<file path="config.mk">
export PLATFORM = sky130hd
export DESIGN_NAME = load_store_unit
export DESIGN_NICKNAME = d
export VERILOG_FILES = /design/src/rtl/lsu_pkg.sv /design/src/rtl/load_store_unit_align.sv /design/src/rtl/load_store_unit.sv
export SDC_FILE = /design/constraint.sdc
export NUM_CORES = 1
export LEC_CHECK = 0
export CORE_UTILIZATION = 51
export CTS_BUF_LIST = sky130_fd_sc_hd__clkbuf_4
export DETAILED_ROUTE_END_ITERATION = 6
export PLACE_DENSITY = 0.94
export SLEW_MARGIN = 20
export SYNTH_ARGS = -nofsm -noshare
export SYNTH_HDL_FRONTEND = slang
export SYNTH_SLANG_ARGS = --single-unit
</file>
<file path="constraint.sdc">
create_clock -name clk -period 11.95 [get_ports clk]
set_clock_uncertainty 0.2 [all_clocks]
set_input_delay 1.7925 -clock clk [delete_from_list [all_inputs] [get_ports clk]]
set_output_delay 1.7925 -clock clk [all_outputs]
set_load 0.01 [all_outputs]
</file>
<file path="src/rtl/lsu_pkg.sv">
// Shared types and constants for the load/store unit.
// State encoding, funct3 width codes, error codes and decode helpers.
package lsu_pkg;

  typedef enum logic [1:0] {
    S_IDLE = 2'd0,
    S_REQ  = 2'd1,
    S_WAIT = 2'd2
  } state_e;

  localparam logic [2:0] F3_B  = 3'b000;
  localparam logic [2:0] F3_H  = 3'b001;
  localparam logic [2:0] F3_W  = 3'b010;
  localparam logic [2:0] F3_BU = 3'b100;
  localparam logic [2:0] F3_HU = 3'b101;

  localparam logic [1:0] ERR_NONE    = 2'b00;
  localparam logic [1:0] ERR_MISAL   = 2'b01;
  localparam logic [1:0] ERR_ILLEGAL = 2'b10;
  localparam logic [1:0] ERR_TIMEOUT = 2'b11;

  // Unsigned widths exist only for loads.
  function automatic logic f3_legal(
    input logic       is_load,
    input logic [2:0] f3
  );
    logic ok;
    ok = 1'b0;
    unique case (f3)
      F3_B, F3_H, F3_W: ok = 1'b1;
      F3_BU, F3_HU:     ok = is_load;
      default:          ok = 1'b0;
    endcase
    return ok;
  endfunction

  function automatic logic is_misaligned(
    input logic [2:0] f3,
    input logic [1:0] off
  );
    logic m;
    m = 1'b0;
    unique case (f3[1:0])
      2'b01:   m = off[0];
      2'b10:   m = (off != 2'b00);
      default: m = 1'b0;
    endcase
    return m;
  endfunction

endpackage

</file>
<file path="src/rtl/load_store_unit_align.sv">
// Load data alignment: picks the byte/half lane addressed by off_i from
// rdata_i and sign- or zero-extends it. Ports: rdata_i, off_i, funct3_i -> data_o.
module load_data_align
  import lsu_pkg::*;
(
  input  logic [31:0] rdata_i,
  input  logic [1:0]  off_i,
  input  logic [2:0]  funct3_i,
  output logic [31:0] data_o
);

  logic [7:0]  byte_sel;
  logic [15:0] half_sel;

  always_comb begin
    byte_sel = rdata_i[8*off_i +: 8];
    half_sel = off_i[1] ? rdata_i[31:16] : rdata_i[15:0];
    data_o   = rdata_i;
    unique case (funct3_i)
      F3_B:    data_o = {{24{byte_sel[7]}}, byte_sel};
      F3_H:    data_o = {{16{half_sel[15]}}, half_sel};
      F3_BU:   data_o = {24'h0, byte_sel};
      F3_HU:   data_o = {16'h0, half_sel};
      default: data_o = rdata_i;
    endcase
  end

endmodule

</file>
<file path="src/rtl/load_store_unit.sv">
// Memory stage: takes the ALU result as effective address, issues one
// load/store over a req/gnt + rvalid bus, returns aligned load data to WB.
// Ports: ex_* request in, lsu_ready back-pressure, mem_* bus, wb_*/st_done
// completion pulses, lsu_err/lsu_err_code abort pulse.
module load_store_unit
  import lsu_pkg::*;
#(
  parameter int TIMEOUT = 255,
  parameter int TMO_W   = 8
) (
  input  logic        clk,
  input  logic        rst,
  input  logic        ex_valid,
  input  logic        ex_is_load,
  input  logic        ex_is_store,
  input  logic [2:0]  ex_funct3,
  input  logic [31:0] ex_addr,
  input  logic [31:0] ex_wdata,
  input  logic [4:0]  ex_rd,
  output logic        lsu_ready,
  output logic        mem_req,
  output logic        mem_we,
  output logic [31:0] mem_addr,
  output logic [31:0] mem_wdata,
  output logic [3:0]  mem_wstrb,
  input  logic        mem_gnt,
  input  logic        mem_rvalid,
  input  logic [31:0] mem_rdata,
  output logic        wb_valid,
  output logic [4:0]  wb_rd,
  output logic [31:0] wb_data,
  output logic        st_done,
  output logic        lsu_err,
  output logic [1:0]  lsu_err_code
);

  localparam logic [TMO_W-1:0] TMO_LIM = TMO_W'(TIMEOUT);

  state_e            state_q, state_d;
  logic [TMO_W-1:0]  cnt_q, cnt_d;
  logic              we_q;
  logic [2:0]        f3_q;
  logic [31:0]       addr_q;
  logic [31:0]       wdata_q;
  logic [4:0]        rd_q;
  logic              lat_en;

  logic              wb_valid_q, wb_valid_d;
  logic [4:0]        wb_rd_q, wb_rd_d;
  logic [31:0]       wb_data_q, wb_data_d;
  logic              st_done_q, st_done_d;
  logic              err_q, err_d;
  logic [1:0]        err_code_q, err_code_d;

  logic              accept;
  logic              illegal;
  logic              misal;
  logic              tmo_hit;
  logic [31:0]       ld_data;

  load_data_align u_align (
    .rdata_i  (mem_rdata),
    .off_i    (addr_q[1:0]),
    .funct3_i (f3_q),
    .data_o   (ld_data)
  );

  assign accept  = ex_valid & (ex_is_load | ex_is_store);
  assign illegal = (ex_is_load & ex_is_store)
                 | ~f3_legal(ex_is_load, ex_funct3);
  assign misal   = is_misaligned(ex_funct3, ex_addr[1:0]);
  assign tmo_hit = (cnt_q == TMO_LIM);

  always_comb begin
    state_d    = state_q;
    cnt_d      = cnt_q;
    lat_en     = 1'b0;
    wb_valid_d = 1'b0;
    wb_rd_d    = wb_rd_q;
    wb_data_d  = wb_data_q;
    st_done_d  = 1'b0;
    err_d      = 1'b0;
    err_code_d = err_code_q;
    unique case (state_q)
      S_IDLE: begin
        if (accept) begin
          if (illegal) begin
            err_d      = 1'b1;
            err_code_d = ERR_ILLEGAL;
          end else if (misal) begin
            err_d      = 1'b1;
            err_code_d = ERR_MISAL;
          end else begin
            lat_en  = 1'b1;
            cnt_d   = '0;
            state_d = S_REQ;
          end
        end
      end
      S_REQ: begin
        cnt_d = cnt_q + TMO_W'(1);
        if (mem_gnt) begin
          if (we_q) begin
            st_done_d = 1'b1;
            state_d   = S_IDLE;
          end else begin
            state_d = S_WAIT;
          end
        end else if (tmo_hit) begin
          err_d      = 1'b1;
          err_code_d = ERR_TIMEOUT;
          state_d    = S_IDLE;
        end
      end
      S_WAIT: begin
        cnt_d = cnt_q + TMO_W'(1);
        if (mem_rvalid) begin
          wb_valid_d = 1'b1;
          wb_rd_d    = rd_q;
          wb_data_d  = ld_data;
          state_d    = S_IDLE;
        end else if (tmo_hit) begin
          err_d      = 1'b1;
          err_code_d = ERR_TIMEOUT;
          state_d    = S_IDLE;
        end
      end
      default: state_d = S_IDLE;
    endcase
  end

  always_ff @(posedge clk or posedge rst) begin
    if (rst) begin
      state_q    <= S_IDLE;
      cnt_q      <= '0;
      we_q       <= 1'b0;
      f3_q       <= 3'b000;
      addr_q     <= '0;
      wdata_q    <= '0;
      rd_q       <= '0;
      wb_valid_q <= 1'b0;
      wb_rd_q    <= '0;
      wb_data_q  <= '0;
      st_done_q  <= 1'b0;
      err_q      <= 1'b0;
      err_code_q <= ERR_NONE;
    end else begin
      state_q    <= state_d;
      cnt_q      <= cnt_d;
      wb_valid_q <= wb_valid_d;
      wb_rd_q    <= wb_rd_d;
      wb_data_q  <= wb_data_d;
      st_done_q  <= st_done_d;
      err_q      <= err_d;
      err_code_q <= err_code_d;
      if (lat_en) begin
        we_q    <= ex_is_store;
        f3_q    <= ex_funct3;
        addr_q  <= ex_addr;
        wdata_q <= ex_wdata;
        rd_q    <= ex_rd;
      end
    end
  end

  // Bus outputs are gated by state so nothing leaks outside REQ.
  assign lsu_ready = (state_q == S_IDLE);
  assign mem_req   = (state_q == S_REQ);
  assign mem_we    = mem_req & we_q;
  assign mem_addr  = mem_req ? {addr_q[31:2], 2'b00} : 32'h0;

  always_comb begin
    mem_wdata = '0;
    mem_wstrb = '0;
    if (mem_we) begin
      unique case (f3_q[1:0])
        2'b00: begin
          mem_wdata = {4{wdata_q[7:0]}};
          mem_wstrb = 4'b0001 << addr_q[1:0];
        end
        2'b01: begin
          mem_wdata = {2{wdata_q[15:0]}};
          mem_wstrb = addr_q[1] ? 4'b1100 : 4'b0011;
        end
        default: begin
          mem_wdata = wdata_q;
          mem_wstrb = 4'b1111;
        end
      endcase
    end
  end

  assign wb_valid     = wb_valid_q;
  assign wb_rd        = wb_rd_q;
  assign wb_data      = wb_data_q;
  assign st_done      = st_done_q;
  assign lsu_err      = err_q;
  assign lsu_err_code = err_code_q;

endmodule

</file>
==> metrics.md <==
| Metric | Value |
|---|---|
| Run status | finished, final reports clean |
| Number of storage elements in the synthesis netlist | between 100 and 150 |
| Post-CTS setup buffers | 0 |
| Share of power burned in the clock network | approximately 13% |
| Final setup violation count | 0 |
| Clock-pin slew on the worst setup and hold paths | 0.11 ns |
| Worst-Margin Slew | between 1 and 1.5 ns |
| Area of the die | 13300 um^2 |
| Layout Area Growth over Synthesis | 36.7% |
| Post-detailed-route wirelength per cell | between 15 and 20 um |
| First DRT Iteration DRCs | between 400 and 500 |
| Setup repair after global routing missed its margin | no |
| Synthesized cell area | 6570 um^2 |
| Root Buffer | sky130_fd_sc_hd__clkbuf_4 |
| Detailed-route vias per instance | 5.50 |
| Deepest clock path buffer count | 2 |
| YS warnings | 0 |
| Diode insertion count for antenna repair | 0 |
| CTS resizes | 0 |
| Fraction of synthesized cell area taken by the top area cell type | between 40% and 50% |
| Die span in y | 116 um |
| Maximum number of pins on one net before global-route repair | 66 |
| Inserted Clock Buffers | 17 |
| Slowest cell on the critical path | sky130_fd_sc_hd__dfrtp_2 |
| Setup CP Type | reg2out |
| Number of design rule violations left after detail routing | 0 |
| Fraction of layout cells with a size suffix above 1 | between 10% and 20% |
| Number of sinks handled by clock tree synthesis | 125 |
| Core Box Area | about 13000 um^2 |
| Required time of the critical path | between 9 and 10 ns |
| Fin nets | ~930 |
| Wire length of the first global-routing pass | between 20000 and 30000 um |
| Fmax | roughly 190 MHz |
| Sequential share of power | between 40% and 50% |
| Clock latency on the worst-skew pair | ~0.55 ns |
| Maximum fanout along the worst path | 57 |
| Post-layout power | 0.00200 W |
| Critical path startpoint category | flop |
| Filler cell count in the final layout | ~880 |
| Synth Flop Type | sky130_fd_sc_hd__dfrtp_1 |
| Clock H-tree levels | 4 |
| Detailed-router iteration count before antenna repair | 6 |
| CTS hold repair buffers | 0 |
| Switching share of power | about 37% |
| Maximum cell stage delay along the critical path | ~1.1 ns |
| Headroom to the max-slew limit | between 20% and 30% |
| Time the worst path needs with I/O delays and setup | between 5 and 6 ns |
| Total Negative Setup Slacks | 0 ns |
| Number of antenna violations at the first check in global routing | 0 |
| Global-route total usage across every layer | between 20% and 30% |
| Gp weighted congestion | about 0.83 |
| Horiz. Die Dim | 116 um |
| CTS tree | done |
| Total leakage power | 3.95 nW |
| Total detailed-routing wirelength | ~18000 um |
| Vias in the first global route | approximately 5600 |
| Net switching power figure | ~0.00075 W |
| Arrival time of data at the critical path endpoint | 3.17 ns |
| Hold Violations, Final | 0 |
| Synthesized instance count | between 600 and 700 |
| Final HPWL DP | 12500 um |
| Share of the yosys chip area belonging to registers | a little under half |
| Ports | ~220 |
| Via Count | around 5400 |
| Worst hold path class | reg2reg |
| Most area-hungry cell type in the Yosys netlist | sky130_fd_sc_hd__dfrtp_1 |
| Count of standard-cell rows | 41 |
| Final Cycle Share | a little over two fifths |
| Async set-reset flop share out of synthesis | 100% |
| Nature of the critical path endpoint | output pin |
| P_int | about 0.0012 W |
| Ranking of synthesized cells by instance count | sky130_fd_sc_hd__dfrtp_1, sky130_fd_sc_hd__mux2_4, sky130_fd_sc_hd__nand2_1 |
| Initial core utilization | approximately 52% |
| Max-cap violation count | 0 |
| Count of final max-slew check failures | 0 |
| Final global-route overflow total | 0 |
| Distinct cell type count after synthesis | 48 |
| Combinational fraction of design power | between 40% and 50% |
| Antenna-violating nets left | 0 |
| Total placed cells including tap cells | 960 |
| Cell types occupying the most area after synthesis | sky130_fd_sc_hd__dfrtp_1, sky130_fd_sc_hd__mux2_4, sky130_fd_sc_hd__nand2_1 |
| Most instantiated library cell after synthesis | sky130_fd_sc_hd__dfrtp_1 |
| Count of buffers from port buffering | 221 |
| VDD IR-drop max | around 0.00011 V |
| Power per cell area | between 200 and 250 nW/um^2 |
| Count of non-filler cells in the finished layout | 991 |
| Count of flip-flops with a built-in enable after synthesis | 0 |
| Avg Cell Area, Syn | about 11 um^2 |
| Critical-path cell list | inv_1 -> a21oi_1 -> clkdlybuf4s50_1 |
layout make-up:
| cell class | count | area, um^2 | share of cell area [%] |
|---|---|---|---|
| sequential | 125 | 3130 | 34.8 |
| inverter | 19 | 73.8 | 0.821 |
| multi-input combinational | 418 | 3100 | 34.5 |
| clock buffer | 18 | 135 | 1.50 |
| clock inverter | 13 | 83.8 | 0.933 |
| tap | 172 | 215 | 2.39 |
| timing repair buffer | 226 | 2250 | 25.0 |
critical path: cells and delay by family (launching register included):
family	cells	cell delay (ns)
buffers and inverters	2	1.19
flip-flops	1	1.10
AO/OA/AOI/OAI	1	0.27
layout by cell type, fill, tap and decap left out, types with 2 or more instances in the layout:
cell type                         synthesis  final
sky130_fd_sc_hd__a21o_1                   2      2
sky130_fd_sc_hd__a21oi_1                 33     33
sky130_fd_sc_hd__a22o_1                   2      2
sky130_fd_sc_hd__a31oi_1                  7      7
sky130_fd_sc_hd__and2_1                  30     30
sky130_fd_sc_hd__and3_1                  14     14
sky130_fd_sc_hd__buf_4                    3      5
sky130_fd_sc_hd__clkbuf_4                 0     18
sky130_fd_sc_hd__clkdlybuf4s50_1          0    221
sky130_fd_sc_hd__clkinv_1                 0      7
sky130_fd_sc_hd__clkinv_2                 0      4
sky130_fd_sc_hd__conb_1                   1      2
sky130_fd_sc_hd__dfrtp_1                125    124
sky130_fd_sc_hd__ha_1                     8      8
sky130_fd_sc_hd__inv_1                   19     18
sky130_fd_sc_hd__mux2_2                  11     11
sky130_fd_sc_hd__mux2_4                  68     68
sky130_fd_sc_hd__mux2i_1                 16     16
sky130_fd_sc_hd__nand2_1                 68     67
sky130_fd_sc_hd__nand2b_1                 5      5
sky130_fd_sc_hd__nand3_1                 25     25
sky130_fd_sc_hd__nor2_1                  40     40
sky130_fd_sc_hd__nor3_1                   7      7
sky130_fd_sc_hd__o21ai_0                 33     33
sky130_fd_sc_hd__o22ai_1                  7      7
sky130_fd_sc_hd__o311ai_0                 7      7
sky130_fd_sc_hd__o311ai_1                 2      2
sky130_fd_sc_hd__o31ai_1                  3      3
sky130_fd_sc_hd__or2_2                    2      2
sky130_fd_sc_hd__or3_1                    8      8
worst paths after layout:
check / startpoint / end / slack (ns) / cells past startpoint
max: f3_q[1] / mem_wstrb[1] / 6.79 / 3
min: rd_q[1] / wb_rd[1] / 0.29 / 2
max reg2reg: state_q[0] / addr_q[6] / 8.73 / 6
min reg2reg: rd_q[1] / wb_rd[1] / 0.29 / 2
max in group asynchronous: rst / f3_q[1] / 8.69 / 3
min in group asynchronous: rst / addr_q[19] / 1.52 / 2
cells by family (layout without fill, tap and decap cells):
family          Yosys count  in the layout  synth area share (%)
simple gates            203            203                  14.9
flops                   125            125                  47.6
compound gates          109            109                  10.4
mux                      96             96                  20.2
buf+inv                  60            276                  5.35
other cells               1              2                0.0570
fa+ha+maj                 8              8                  1.52
power by group through the flow:
| stage | sequential (W) | clock [W] | combinational [W] |
|---|---|---|---|
| final | 0.000798 | 0.000253 | 0.000945 |
| after detailed placement | 0.000800 | 0 | 0.000944 |
| after CTS | 0.000795 | 0.000259 | 0.000947 |
| after floorplan | 0.000740 | 0 | 0.000605 |
| after global placement | 0.000792 | 0 | 0.000908 |
| after global routing | 0.000824 | 0.000278 | 0.00102 |
registers in the layout, indices dropped and copies added (netlist names):
signal,count
addr_q,32
wb_data,32
wdata_q,32
cnt_q,8
rd_q,5
wb_rd,5
f3_q,3
lsu_err_code,2
state_q,2
lsu_err,1
st_done,1
wb_valid,1
we_q,1
per-layer routing:
layer,part of all wire (%),track usage [%],up-vias
li1,-,-,2508
met1,40,33.2,2625
met2,49,44.8,265
met3,7.8,7.95,51
met4,3.6,14.2,0
met5,0,0,-
through the flow:
stage          hold slack [ns]  util, %  cell area [um^2]  setup slack, ns
2_1_floorplan            0.239        -              6580             6.63
3_3_place_gp             0.258     69.7              8770             6.71
3_5_place_dp             0.269     69.7              8770             6.63
4_1_cts                  0.296     71.5              8980             6.62
5_1_grt                  0.313     71.5              8990             6.60
6_report                 0.289     71.5              8990             6.79
No activity file was read; power rests on OpenSTA's default activity.
